$ cat src/rtl/bus_timer.sv
// Programmable interval timer with prescaler plus a free-running 64-bit cycle
// counter, exposed as a byte-writable register slave on the CPU data bus.
module bus_timer #(
  parameter int          PRESC_W  = 8,
  parameter logic [31:0] RST_LOAD = 32'h0
) (
  input  logic        clk,
  input  logic        rst,
  input  logic        en,
  input  logic [31:0] addrBus,
  input  logic [31:0] dataInBus,
  input  logic [3:0]  weBus,
  output logic [31:0] dataOut,
  output logic        nak,
  output logic        timerInt
);

  typedef enum logic [2:0] {
    R_CTRL   = 3'd0,
    R_LOAD   = 3'd1,
    R_COUNT  = 3'd2,
    R_STATUS = 3'd3,
    R_CYC_LO = 3'd4,
    R_CYC_HI = 3'd5,
    R_RSV6   = 3'd6,
    R_RSV7   = 3'd7
  } reg_sel_e;

  reg_sel_e           sel;
  logic               rd;
  logic               wr;
  logic               wr_count;
  logic               tick;
  logic               expire;
  logic [31:0]        mask;
  logic [31:0]        ctrl_word;
  logic [31:0]        ctrl_nxt;
  logic [31:0]        count_nxt;
  logic [31:0]        rd_data;

  logic               ctrl_en;
  logic               ctrl_auto;
  logic               ctrl_ie;
  logic [PRESC_W-1:0] presc;
  logic [PRESC_W-1:0] pc;
  logic [31:0]        load;
  logic [31:0]        count;
  logic [31:0]        shadow;
  logic               pend;
  logic [63:0]        cyc_cnt;

  logic               unused_ok;

  assign unused_ok = ^{addrBus[31:5], addrBus[1:0], ctrl_nxt};
  assign nak       = 1'b0;

  assign sel      = reg_sel_e'(addrBus[4:2]);
  assign rd       = en && (weBus == 4'b0000);
  assign wr       = en && (weBus != 4'b0000);
  assign mask     = {{8{weBus[3]}}, {8{weBus[2]}}, {8{weBus[1]}}, {8{weBus[0]}}};
  assign tick     = ctrl_en && (pc == presc);
  assign wr_count = wr && (sel == R_COUNT);
  // A COUNT write on a tick edge swallows both the decrement and the expiry.
  assign expire   = tick && (count == 32'd0) && !wr_count;

  // NOTE: every always_comb assigns its outputs a default first so no path
  // leaves a variable unassigned, which would infer a latch.
  always_comb begin
    ctrl_word              = '0;
    ctrl_word[0]           = ctrl_en;
    ctrl_word[1]           = ctrl_auto;
    ctrl_word[2]           = ctrl_ie;
    ctrl_word[8 +: PRESC_W] = presc;
  end

  // One-shot expiry drops EN first; a bus write to CTRL then overrides its lanes.
  always_comb begin
    ctrl_nxt = ctrl_word;
    if (expire && !ctrl_auto) begin
      ctrl_nxt[0] = 1'b0;
    end
    if (wr && (sel == R_CTRL)) begin
      ctrl_nxt = (ctrl_nxt & ~mask) | (dataInBus & mask);
    end
  end

  always_comb begin
    count_nxt = count;
    if (wr_count) begin
      count_nxt = (count & ~mask) | (dataInBus & mask);
    end else if (tick) begin
      if (count != 32'd0) begin
        count_nxt = count - 32'd1;
      end else if (ctrl_auto) begin
        count_nxt = load;
      end
    end
  end

  always_comb begin
    rd_data = '0;
    case (sel)
      R_CTRL:   rd_data = ctrl_word;
      R_LOAD:   rd_data = load;
      R_COUNT:  rd_data = count;
      R_STATUS: rd_data = {31'd0, pend};
      R_CYC_LO: rd_data = cyc_cnt[31:0];
      R_CYC_HI: rd_data = shadow;
      default:  rd_data = '0;
    endcase
  end

  // NOTE: all state updates use non-blocking assignments so every register
  // samples pre-edge values, independent of statement order.
  always_ff @(posedge clk or posedge rst) begin
    if (rst) begin
      ctrl_en   <= 1'b0;
      ctrl_auto <= 1'b0;
      ctrl_ie   <= 1'b0;
      presc     <= '0;
      pc        <= '0;
      load      <= RST_LOAD;
      count     <= '0;
      pend      <= 1'b0;
      cyc_cnt   <= '0;
      shadow    <= '0;
      dataOut   <= '0;
      timerInt  <= 1'b0;
    end else begin
      ctrl_en   <= ctrl_nxt[0];
      ctrl_auto <= ctrl_nxt[1];
      ctrl_ie   <= ctrl_nxt[2];
      presc     <= ctrl_nxt[8 +: PRESC_W];

      // pc sits at 0 while disabled, so enabling always starts a fresh period.
      if (!ctrl_en || tick) begin
        pc <= '0;
      end else begin
        pc <= pc + 1'b1;
      end

      if (wr && (sel == R_LOAD)) begin
        load <= (load & ~mask) | (dataInBus & mask);
      end
      count <= count_nxt;

      // Expiry beats a simultaneous write-1-to-clear.
      if (expire) begin
        pend <= 1'b1;
      end else if (wr && (sel == R_STATUS) && weBus[0] && dataInBus[0]) begin
        pend <= 1'b0;
      end

      cyc_cnt <= cyc_cnt + 64'd1;
      if (rd && (sel == R_CYC_LO)) begin
        shadow <= cyc_cnt[63:32];
      end

      if (rd) begin
        dataOut <= rd_data;
      end
      timerInt <= pend && ctrl_ie;
    end
  end

endmodule

$ cat config.mk
export PLATFORM = sky130hd
export DESIGN_NAME = bus_timer
export DESIGN_NICKNAME = d
export VERILOG_FILES = /design/src/rtl/bus_timer.sv
export SDC_FILE = /design/constraint.sdc
export NUM_CORES = 1
export LEC_CHECK = 0
export CORE_MARGIN = 2
export CORE_UTILIZATION = 30
export CTS_CLUSTER_DIAMETER = 120
export DETAILED_ROUTE_END_ITERATION = 8
export GPL_TIMING_DRIVEN = 0
export PLACE_DENSITY = 0.5
export SETUP_SLACK_MARGIN = 0.15
export SYNTH_ARGS = -nofsm -noshare
export SYNTH_HDL_FRONTEND = slang
export SYNTH_SLANG_ARGS = --single-unit
$ cat constraint.sdc
create_clock -name clk -period 12.1 [get_ports clk]
set_input_delay 1.815 -clock clk [delete_from_list [all_inputs] [get_ports clk]]
set_output_delay 1.815 -clock clk [all_outputs]
set_load 0.05 [all_outputs]
==> results of run 1 <==
[per-stage QoR]
stage	setup slack, ps	total power, W	instance area, µm²
after CTS	7180	0.00205	12800
after global placement	1090	0.00126	11900
after global routing	6900	0.00213	12800
final	7090	0.00203	12800
after floorplan	4460	0.00113	10600
after detailed placement	6650	0.00126	11900
[layer usage]
metal  up-vias  track usage
met2       264        0.303
met3        50       0.0243
met1      4342        0.274
met5         -            0
li1       3907            -
met4         0       0.0476
[report_power, final]
group | leakage, nW | switching [W] | internal, W | total [W]
clock network | 0.410 | 0.000313 | 0.000466 | 0.000779
logic | 2.01 | 0.000202 | 0.000154 | 0.000356
registers | 2.83 | 0.000105 | 0.000795 | 0.000899
total | 5.25 | 0.000620 | 0.00141 | 0.00203
[worst max path at each step]
stage / startpoint / endpoint / cells past startpoint / slack [ps]
detailed placement: weBus[1] / register / 8 / 6650
global route: weBus[1] / register / 8 / 6900
global placement: rst / cyc_cnt[55]$_DFF_PP0_ / 2 / 1090
finish: weBus[1] / register / 8 / 7090
floorplan: rst / async pin / 1 / 4460
CTS: weBus[1] / register / 8 / 7180
[critical path: stages]
cell and delay (ps):
sky130_fd_sc_hd__clkdlybuf4s50_1 580, sky130_fd_sc_hd__nor4_1 670, sky130_fd_sc_hd__nor2b_1 300, sky130_fd_sc_hd__or4b_1 580, sky130_fd_sc_hd__clkbuf_1 230, sky130_fd_sc_hd__o21ai_1 640, sky130_fd_sc_hd__o21ai_0 260, sky130_fd_sc_hd__a221o_1 340
[cell type report]
cell class / instances / area, µm² / share of cell area
sequential: 213 / 5330 / 0.418
multi-input combinational: 720 / 4980 / 0.390
clock inverter: 12 / 148 / 0.0116
tap: 455 / 569 / 0.0446
timing repair buffer: 74 / 758 / 0.0594
clock buffer: 31 / 688 / 0.0539
inverter: 12 / 52.6 / 0.00412
buffer: 51 / 236 / 0.0185
[Yosys cell counts, types with 4 or more instances]
master	instances	share of area
sky130_fd_sc_hd__xnor2_1	67	0.055
sky130_fd_sc_hd__mux2_2	79	0.084
sky130_fd_sc_hd__nand4_1	28	0.017
sky130_fd_sc_hd__nor4_1	14	0.0083
sky130_fd_sc_hd__ha_1	4	0.0047
sky130_fd_sc_hd__o211ai_1	9	0.0064
sky130_fd_sc_hd__or4_1	8	0.0057
sky130_fd_sc_hd__nor3b_1	4	0.0028
sky130_fd_sc_hd__nor2_1	56	0.020
sky130_fd_sc_hd__o22a_1	7	0.0058
sky130_fd_sc_hd__nor2b_1	6	0.0035
sky130_fd_sc_hd__nor3_1	17	0.0080
sky130_fd_sc_hd__a221oi_1	22	0.018
sky130_fd_sc_hd__dfrtp_1	213	0.50
sky130_fd_sc_hd__and4_1	11	0.0091
sky130_fd_sc_hd__buf_1	5	0.0018
sky130_fd_sc_hd__a22o_1	29	0.024
sky130_fd_sc_hd__xor2_1	18	0.015
sky130_fd_sc_hd__o21ai_0	58	0.027
sky130_fd_sc_hd__and2_1	9	0.0053
sky130_fd_sc_hd__a21oi_1	27	0.013
sky130_fd_sc_hd__buf_6	4	0.0043
sky130_fd_sc_hd__a22oi_1	15	0.011
sky130_fd_sc_hd__a211oi_1	9	0.0064
sky130_fd_sc_hd__clkbuf_1	36	0.013
sky130_fd_sc_hd__nand3_1	51	0.024
sky130_fd_sc_hd__inv_1	12	0.0043
sky130_fd_sc_hd__o22ai_1	5	0.0030
sky130_fd_sc_hd__nand2_1	86	0.030
sky130_fd_sc_hd__a31oi_1	5	0.0030
sky130_fd_sc_hd__mux2i_1	10	0.0095
sky130_fd_sc_hd__and3_1	15	0.0089
sky130_fd_sc_hd__a221o_1	13	0.012
[cell families after synthesis]
family | count (synthesis)
AO/OA/AOI/OAI | 214
XOR/XNOR | 85
adder cells (fa/ha/maj) | 4
buffers and inverters | 63
flip-flops | 213
multiplexers | 89
other | 1
AND/OR/NAND/NOR | 327
==> run summary, run 1 <==
The initial antenna violation count is 0. The overall track demand over capacity in global routing came out at 0.190. The number of violations reported at the end of detailed-routing iteration 0 came out at 828.

Of the total synthesized cell area, the portion taken by AND, OR, NAND and NOR gates is 0.160. The number of top-level pins came out at ~110. The critical path in this run is classified as input port to register. The final hold slack is 477 ps. The achievable clock frequency is ~200 MHz. The number of gates resized after CTS was 0. The clock net in this run drives a total of approximately 210 sinks. The placed cell count is between 1,500 and 2,000. The setup TNS after final layout is 0 ps. The first global-routing pass estimated around 53,000 µm of wire. In this run the most critical hold path is launched from dataOut[5]$_DFFE_PP0P_.

The maximum number of pins on one net before global-route repair is around 120. The clock-pin slew of the registers on the worst-case setup and hold paths is roughly 60 ps. The most used flip-flop cell after synthesis is sky130_fd_sc_hd__dfrtp_1. The count of cells in the finished layout, fillers not included, comes to roughly 1,600. The post-detailed-route wirelength per cell came out at approximately 22 µm. TritonCTS built the clock tree. The path with the worst hold slack has its endpoint at dataOut[5]$_DFFE_PP0P_.

The fraction of layout instances using a drive strength above 1 is 0.129. The adder-cell area share of the yosys netlist came out at 0.00473. The global placer's final weighted congestion came out at 0.903.

Wire segments on met2 add up to 15,900 µm in the final route. Setup repair after global routing left no endpoint under its margin. The required arrival time at the worst endpoint is about 13,000 ps. In this run the tool buffered the top-level ports with between 70 and 80 buffer cells. The source-to-sink clock delay at the later pin of the worst-skew pair came out at 530 ps. The synthesized design contains roughly 210 register bits. The wire length on met1 is roughly 16,000 µm. The number of nets in the synthesized netlist is about 1,100. The gate count of the mapped netlist is approximately 1,000.

In the detailed route, the total length drawn on met3 is ~1800 µm. The worst min-delay path class is register to register. The flow ran to the end, but the final reports show violations. The cell row count is 68. By area, the combinational part of the netlist is dominated by simple AND/OR/NAND/NOR gates. The die covers between 30,000 and 40,000 µm². The length in cells of the worst reg-to-reg path is 8. The synthesized design contains 0 enable-type register cells.

The final clock skew came out at 16.7 ps. The top cell types in the final layout, fill and taps aside, are sky130_fd_sc_hd__dfrtp_1, sky130_fd_sc_hd__nand2_1, sky130_fd_sc_hd__mux2_2, sky130_fd_sc_hd__clkdlybuf4s50_1, sky130_fd_sc_hd__xnor2_1. The proportion of synthesized chip area in sequential cells is 0.503.

The mean cell area of the mapped netlist came out at between 10 and 15 µm². The combined area of all synthesized cells came out at 10,600 µm². The tree is rooted in a sky130_fd_sc_hd__clkbuf_16. The maximum fanout along the worst path came out at 10. The initial cell density of the core is 0.306. Using the TritonRoute via totals, the vias-per-cell ratio works out to 5.46. The aggregate routed wire length is ~35,000 µm. Across the VDD grid, the largest voltage drop is 0.0000952 V.

Once detailed placement completed, the half-perimeter wirelength came to 25,300 µm. No sink is reached through more buffers than the 3 on the longest clock path. The power density of the placed cells is about 160 nW/µm². The worst setup path is launched from an input port. The final critical-path share of the clock period came out at 0.414. The via count came out at 8,563. The relative slew slack came out at 0.0142. The share of synthesized flip-flops with an asynchronous set or reset came out at 1.00.

After clock tree synthesis, the flow added hold-fix buffers numbering 0. The number of design rule violations left after detail routing came out at 0. The synthesized-area fraction occupied by ao, oa, aoi and oai cells is 0.141. The net count of the finished layout came out at 1,171.

The number of post-CTS setup repair buffers came out at 0. The total of warnings raised by yosys is 0. The minimum clock period came out at 5010 ps. The number of hold-slack violations in the final timing report is 0. The core region area came out at approximately 35,000 µm².

The width of the die is roughly 190 µm. The area growth from synthesis to layout is 20.5%. The layout has 3,460 filler cells. The number of different library cells in the post-synthesis netlist is 58.

The number of buffers inserted during clock tree synthesis is 24. In this run the top signal layer used is met4. For this run, the share of the core covered by cells in the final layout is 0.369. The global route total overflow came out at 0. The number of endpoints failing setup at the final stage came out at 0. The portion of synthesized area spent on multiplexers is 0.0935. The commonest non-fill, non-tap cell in the layout is sky130_fd_sc_hd__dfrtp_1. The kind of end point of the critical path is a register. The maximum level of the CTS H-tree is 1. The y dimension of the die came out at around 190 µm. For this design the static power due to leakage is approximately 5.2 nW. Of the total synthesized cell area, the portion taken by XOR and XNOR cells is 0.0703. The setup slack of the worst register-to-register path is ~8500 ps. The count of max-cap constraint violations is 1.

The antenna diode count came out at 0. The data arrival time of the critical path is 5420 ps. The slew at the pin closest to its max-slew limit is around 1500 ps. The number of slew-limit violations in the final report came out at 0. The final reports fail on max-capacitance violations. The via count of the first global-routing pass was a little over 8,000.

The number of antenna-violating nets in the routed design came out at 0. Before antenna repair, the detailed router went through 5 iterations. Counting instances, the worst hold path has a depth of 2.
No activity file was read; power rests on OpenSTA's default activity.
==> inputs of run 2 (changes only) <==
Settings changed: PLACE_DENSITY 0.5 to 0.52.
Clock period 12.1 ns to 4.23 ns, I/O delays scaled along.
==> run summary, run 2 (synthesized netlist as in run 1, its figures left out) <==
The tool flagged a number of max-cap violations equal to 0. The antenna diode count came out at 0. The number of endpoints failing setup at the final stage came out at 0.

The power density of the placed cells is between 400 and 500 nW/µm². The final-layout fill cell count came out at between 3,000 and 4,000. The via count is ~8,600. The data arrival time of the critical path is about 4200 ps. The worst hold path belongs to the class input port to async pin.

Once placement completed, the tool counted placed cells totaling 1,530. The cell class contributing the biggest share of worst-path delay is simple AND/OR/NAND/NOR gates. The peak supply drop came out at between 0.0002 and 0.00025 V. The run finished with clean final reports. The final clock skew is ~27 ps.

After the flow finishes, the layout carries non-filler instances totaling between 1,500 and 2,000. The maximum level of the CTS H-tree is 1. Counting both buffers and inverters, the worst setup path holds a total of 2.

The number of buffers inserted during clock tree synthesis came out at 25. In the layout the commonest cells are sky130_fd_sc_hd__dfrtp_1, sky130_fd_sc_hd__nand2_1, sky130_fd_sc_hd__mux2_2, sky130_fd_sc_hd__clkdlybuf4s50_1, sky130_fd_sc_hd__xnor2_1. The source-to-sink clock delay at the later pin of the worst-skew pair is approximately 530 ps.

The number of antenna-violating nets in the routed design is 0. The count of input and output buffers is 73. The multi-input combinational cells in the finished layout cover a total of 4980 µm². After clock tree synthesis, the setup repair step added 0 buffers.

The number of hold-slack violations in the final timing report came out at 0. The width of the die is roughly 190 µm. STA classifies the critical path startpoint as an input port. The number of top-level pins came out at 105. For this run, design rule violations remaining after detail routing come to 0. The classification of the worst setup path is input port to register. The worst setup path is captured at a register. Clock-pin slew was measured on the worst setup and hold paths at 60 ps. Headroom to the max-slew limit came out at 0.0962. Setup repair after global routing left no endpoint under its margin.

The leakage power of the design came out at 5.28 nW. The initial antenna violation count was 0. Hold repair after CTS inserted 0 buffers. The total overflow left after global routing is 0. The global-route wire length before repair came out at roughly 53,000 µm. The power after layout is about 0.0058 W. The maximum fanout along the worst path came out at 10.

The post-detailed-route wirelength per cell is 21.9 µm. The final critical-path share of the clock period is 0.888. The core region area is ~35,000 µm². The slew at the pin closest to its max-slew limit is between 1000 and 1500 ps. The final hold slack is approximately 450 ps. The net count of the finished layout is between 1,000 and 1,500. The y dimension of the die is between 150 and 200 µm.

The area enclosed by the die boundary came out at around 37,000 µm². Counting along the longest clock path gives a buffer depth of 3. The aggregate routed wire length is 34,400 µm. The largest single stage delay on the critical path is between 600 and 700 ps. The via count of the first global-routing pass is ~8,400.

The clock tree from TritonCTS is yes. The overall track demand over capacity in global routing came out at 0.189. For the worst setup path, the data required time is 4630 ps. The cell row count came out at just under 70.

The maximum number of pins on one net before global-route repair came out at 40. The post-cts gate resize count came out at 0. The number of slew-limit violations in the final report came out at 0. In this run the clock root is driven by a sky130_fd_sc_hd__clkbuf_16. The commonest non-fill, non-tap cell in the layout is sky130_fd_sc_hd__dfrtp_1.

The minimum clock period came out at about 3800 ps. The critical path goes through clkdlybuf4s50_1 > nor4_1 > nor2b_1 > or4b_1 > clkbuf_1 > o21ai_1 > o21ai_0 > a221o_1. In the final layout, the share of cells above drive strength 1 is 0.131. The number of vias per cell after detailed routing is ~5.5. The combined flip-flop and latch cell area came out at 5330 µm².

The total number of clock tree sinks is ~210. The layout overhead on the synthesized area is 21.1%. Measured on the finished design, the core utilization comes to 0.370. The global placer's final weighted congestion came out at approximately 0.9. The cell at the slowest stage of the critical path is sky130_fd_sc_hd__nor4_1. The initial cell density of the core is 0.306. The number of violations reported at the end of detailed-routing iteration 0 is 695.

The number of search-and-repair iterations in the first detailed-routing pass came out at 7. Derived from the worst setup path, the maximum achievable clock frequency is between 200 and 300 MHz. The estimated wirelength of the detail-placed design is about 25,000 µm.
run 2: worst register-to-register path: stages, from the launching register on:
cell                       delay (ps)
sky130_fd_sc_hd__dfrtp_1          490
sky130_fd_sc_hd__nor4_1           860
sky130_fd_sc_hd__nand4_1          340
sky130_fd_sc_hd__o31ai_1          940
sky130_fd_sc_hd__buf_2            410
sky130_fd_sc_hd__a21oi_1           70
sky130_fd_sc_hd__o21ai_0          200
sky130_fd_sc_hd__o211ai_1         120
run 2: final timing paths:
path / start / to / slack (ps) / depth (start not counted)
worst max-delay path: weBus[1] / register / 470 / 8
worst min-delay path: rst / pc[1]$_DFF_PP0_ / 450 / 2
worst max register to register: register / register / 680 / 7
worst min register to register: dataOut[16]$_DFFE_PP0P_ / dataOut[16]$_DFFE_PP0P_ / 470 / 2
max in group asynchronous: rst / async pin / 2760 / 5
min in group clk: dataOut[16]$_DFFE_PP0P_ / dataOut[16]$_DFFE_PP0P_ / 470 / 2
run 2: per-layer routing:
layer / GRT usage / wire length, µm / up-vias
met4: 0.0488 / 750 / 0
met2: 0.302 / 15900 / 279
met3: 0.0265 / 2070 / 51
met1: 0.269 / 15700 / 4372
met5: 0 / 0 / -
li1: - / - / 3908
run 2: area by class of cell:
cell class,count,share of cell area
clock inverter,9,0.00790
sequential,213,0.415
tap,455,0.0444
inverter,12,0.00380
multi-input combinational,720,0.388
clock buffer,35,0.0556
buffer,51,0.0184
timing repair buffer,79,0.0663
run 2: report_power, final:
group	total, W	switching, W	leakage, nW	internal, W
Clock	0.00216	0.000869	0.402	0.00129
Sequential	0.00257	0.000296	2.83	0.00227
Combinational	0.00103	0.000580	2.04	0.000448
run 2: stage by stage:
step           TNS, ps  cell area (µm²)  setup slack, ps
4_1_cts              0            12800              603
6_report             0            12800              475
3_5_place_dp         0            12000             83.2
3_3_place_gp   -229560            11900            -1100
5_1_grt              0            12800              369
2_1_floorplan        0            10600              825
==> inputs of run 3 (changes only) <==
Settings changed: CAP_MARGIN from default to 15.
==> run summary, run 3 (synthesized netlist as in run 1, its figures left out) <==
The final instance count without filler cells came out at between 1,500 and 2,000. The final-layout fill cell count came out at 3,420. The tool flagged a number of max-cap violations equal to 0. The net count of the finished layout came out at between 1,000 and 1,500.

In the final layout, the multi-input gates occupy between 4000 and 5000 µm². The number of post-CTS setup repair buffers came out at 0. The placed cell count came out at around 1,500. The global placer's final weighted congestion is ~0.9. The total overflow left after global routing is 0. Summing all non-filler instances in the final layout gives an area of ~13,000 µm².

In this run, the number of DRC markers left after iteration 0 of detailed routing was approximately 740. The critical path starts at weBus[1]. The count of nets left with antenna violations once routing finished came out at 0. The hold buffer count at cts is 0.

The setup check on the worst reg-to-reg path leaves a slack of between 700 and 800 ps. The combined flip-flop and latch cell area came out at ~5300 µm². The count of buffers added on input and output ports is 73. Clock-pin slew was measured on the worst setup and hold paths at ~60 ps. The post-detailed-route wirelength per cell is ~22 µm. The first global-routing pass estimated between 50,000 and 60,000 µm of wire. The worst setup path is of the input port to register kind. Across the VDD grid, the largest voltage drop is 0.000221 V.

The die covers ~37,000 µm². The initial antenna violation count is 0. The min-delay analysis places its worst path in the category input port to async pin. From bottom edge to top edge, the die measures about 190 µm. The area of placed instances is between 10,000 and 15,000 µm². The maximum number of pins on one net before global-route repair is 40. The number of antenna diodes in the final layout is 0.

The aggregate routed wire length came out at around 34,000 µm. The relative slew slack is 0.200. The final standard cell utilization of the core came out at 0.370. The worst setup path is launched from an input port.

The initial cell density of the core is 0.306. The slew at the pin closest to its max-slew limit came out at roughly 1200 ps. The floorplan has 68 rows. The source-to-sink clock delay at the later pin of the worst-skew pair came out at between 500 and 600 ps. The number of gates resized after CTS was 0.

From left edge to right edge, the die measures about 190 µm. In the layout the commonest cells are sky130_fd_sc_hd__dfrtp_1, sky130_fd_sc_hd__nand2_1, sky130_fd_sc_hd__mux2_2, sky130_fd_sc_hd__clkdlybuf4s50_1, sky130_fd_sc_hd__xnor2_1. Of the cells placed in the final design, the portion with a size suffix greater than 1 is 0.130. For the worst setup path, the data required time is roughly 4600 ps. The run finished with clean final reports. Setup repair after global routing left no endpoint under its margin.

The estimated wirelength of the detail-placed design came out at roughly 26,000 µm. The clock root buffer master is sky130_fd_sc_hd__clkbuf_16. For this run, design rule violations remaining after detail routing come to 0. The total number of clock tree sinks came out at about 210. The power density of the placed cells came out at around 450 nW/µm². The maximum level of the CTS H-tree is 1.

Of all nets on the critical path, the largest fanout is 10. After detailed routing, the number of vias per cell comes to roughly 5.5. Dividing the final minimum period by the clock period gives 0.893.

In the global route stage, overall resource usage came out at 0.190. The via count of the first global-routing pass came out at around 8,500. The number of slew-limit violations in the final report is 0. The via count is 8,660. The number of search-and-repair iterations in the first detailed-routing pass came out at 5.

The worst register-to-register path has a depth of 6. In this run the standard cell core region covers 34,600 µm². The leakage power of the design is roughly 5.3 nW.

The setup TNS after final layout came out at 0 ps. The layout overhead on the synthesized area came out at 21.0%. The number of hold-slack violations in the final timing report was 0.

The achievable clock frequency is around 260 MHz. between 100 and 150 I/O pins were placed. The number of buffers between clock root and the deepest sink is 3. The number of endpoints failing setup at the final stage came out at 0. The minimum clock period is about 3800 ps. The clock tree from TritonCTS is yes. Counting the buffers created by CTS gives 24. STA classifies the critical path endpoint as a register. Leaving out fill and tap cells, the most frequent cell in the layout is sky130_fd_sc_hd__dfrtp_1.

The data arrival time of the critical path is between 4000 and 5000 ps. The final clock skew is a little under 10 ps.
run 3: cell count changes in the layout (fill, tap and decap cells not counted), sizes merged:
cell	previous run	this run
buf	21	22
clkinv	5	4
inv	12	11
clkbuf	71	72
run 3: cell type report:
class,count,share of cell area
buffer,51,0.0184
clock buffer,35,0.0549
clock inverter,7,0.00683
inverter,12,0.00381
multi-input combinational,720,0.388
sequential,213,0.416
tap,455,0.0444
timing repair buffer,81,0.0674
run 3: how the worst min path moves through the flow:
stage / depth (start not counted) / start / slack (ps) / endpoint
2_1_floorplan: 1 / cyc_cnt[63]$_DFF_PP0_ / 440 / cyc_cnt[63]$_DFF_PP0_
3_3_place_gp: 1 / cyc_cnt[63]$_DFF_PP0_ / 460 / cyc_cnt[63]$_DFF_PP0_
3_5_place_dp: 1 / cyc_cnt[63]$_DFF_PP0_ / 470 / cyc_cnt[63]$_DFF_PP0_
4_1_cts: 2 / rst / 440 / pc[0]$_DFF_PP0_
5_1_grt: 2 / rst / 470 / dataOut[0]$_DFFE_PP0P_
6_report: 2 / rst / 440 / dataOut[0]$_DFFE_PP0P_
run 3: per-stage QoR:
stage / hold WS, ps / setup WS, ps / power, W
2_1_floorplan: 442 / 825 / 0.00322
3_3_place_gp: 460 / -1100 / 0.00360
3_5_place_dp: 466 / 27.9 / 0.00362
4_1_cts: 442 / 547 / 0.00575
5_1_grt: 471 / 311 / 0.00599
6_report: 443 / 451 / 0.00573
run 3: critical path: stages:
cell and delay [ps]:
sky130_fd_sc_hd__clkdlybuf4s50_1 590, sky130_fd_sc_hd__nor4_1 700, sky130_fd_sc_hd__nor2b_1 290, sky130_fd_sc_hd__or4b_1 580, sky130_fd_sc_hd__clkbuf_1 220, sky130_fd_sc_hd__o21ai_1 600, sky130_fd_sc_hd__o21ai_0 220, sky130_fd_sc_hd__a221o_1 340
run 3: layer usage:
layer / global-route usage / vias up / part of all wire
met3: 0.0287 / 55 / 0.071
met1: 0.265 / 4369 / 0.44
met5: 0 / - / 0
met4: 0.0598 / 0 / 0.027
li1: - / 3923 / -
met2: 0.304 / 313 / 0.46
run 3: power breakdown:
group / total (W) / switching (W) / internal, W
Combinational: 0.00103 / 0.000585 / 0.000449
Clock: 0.00212 / 0.000853 / 0.00127
Sequential: 0.00257 / 0.000297 / 0.00227
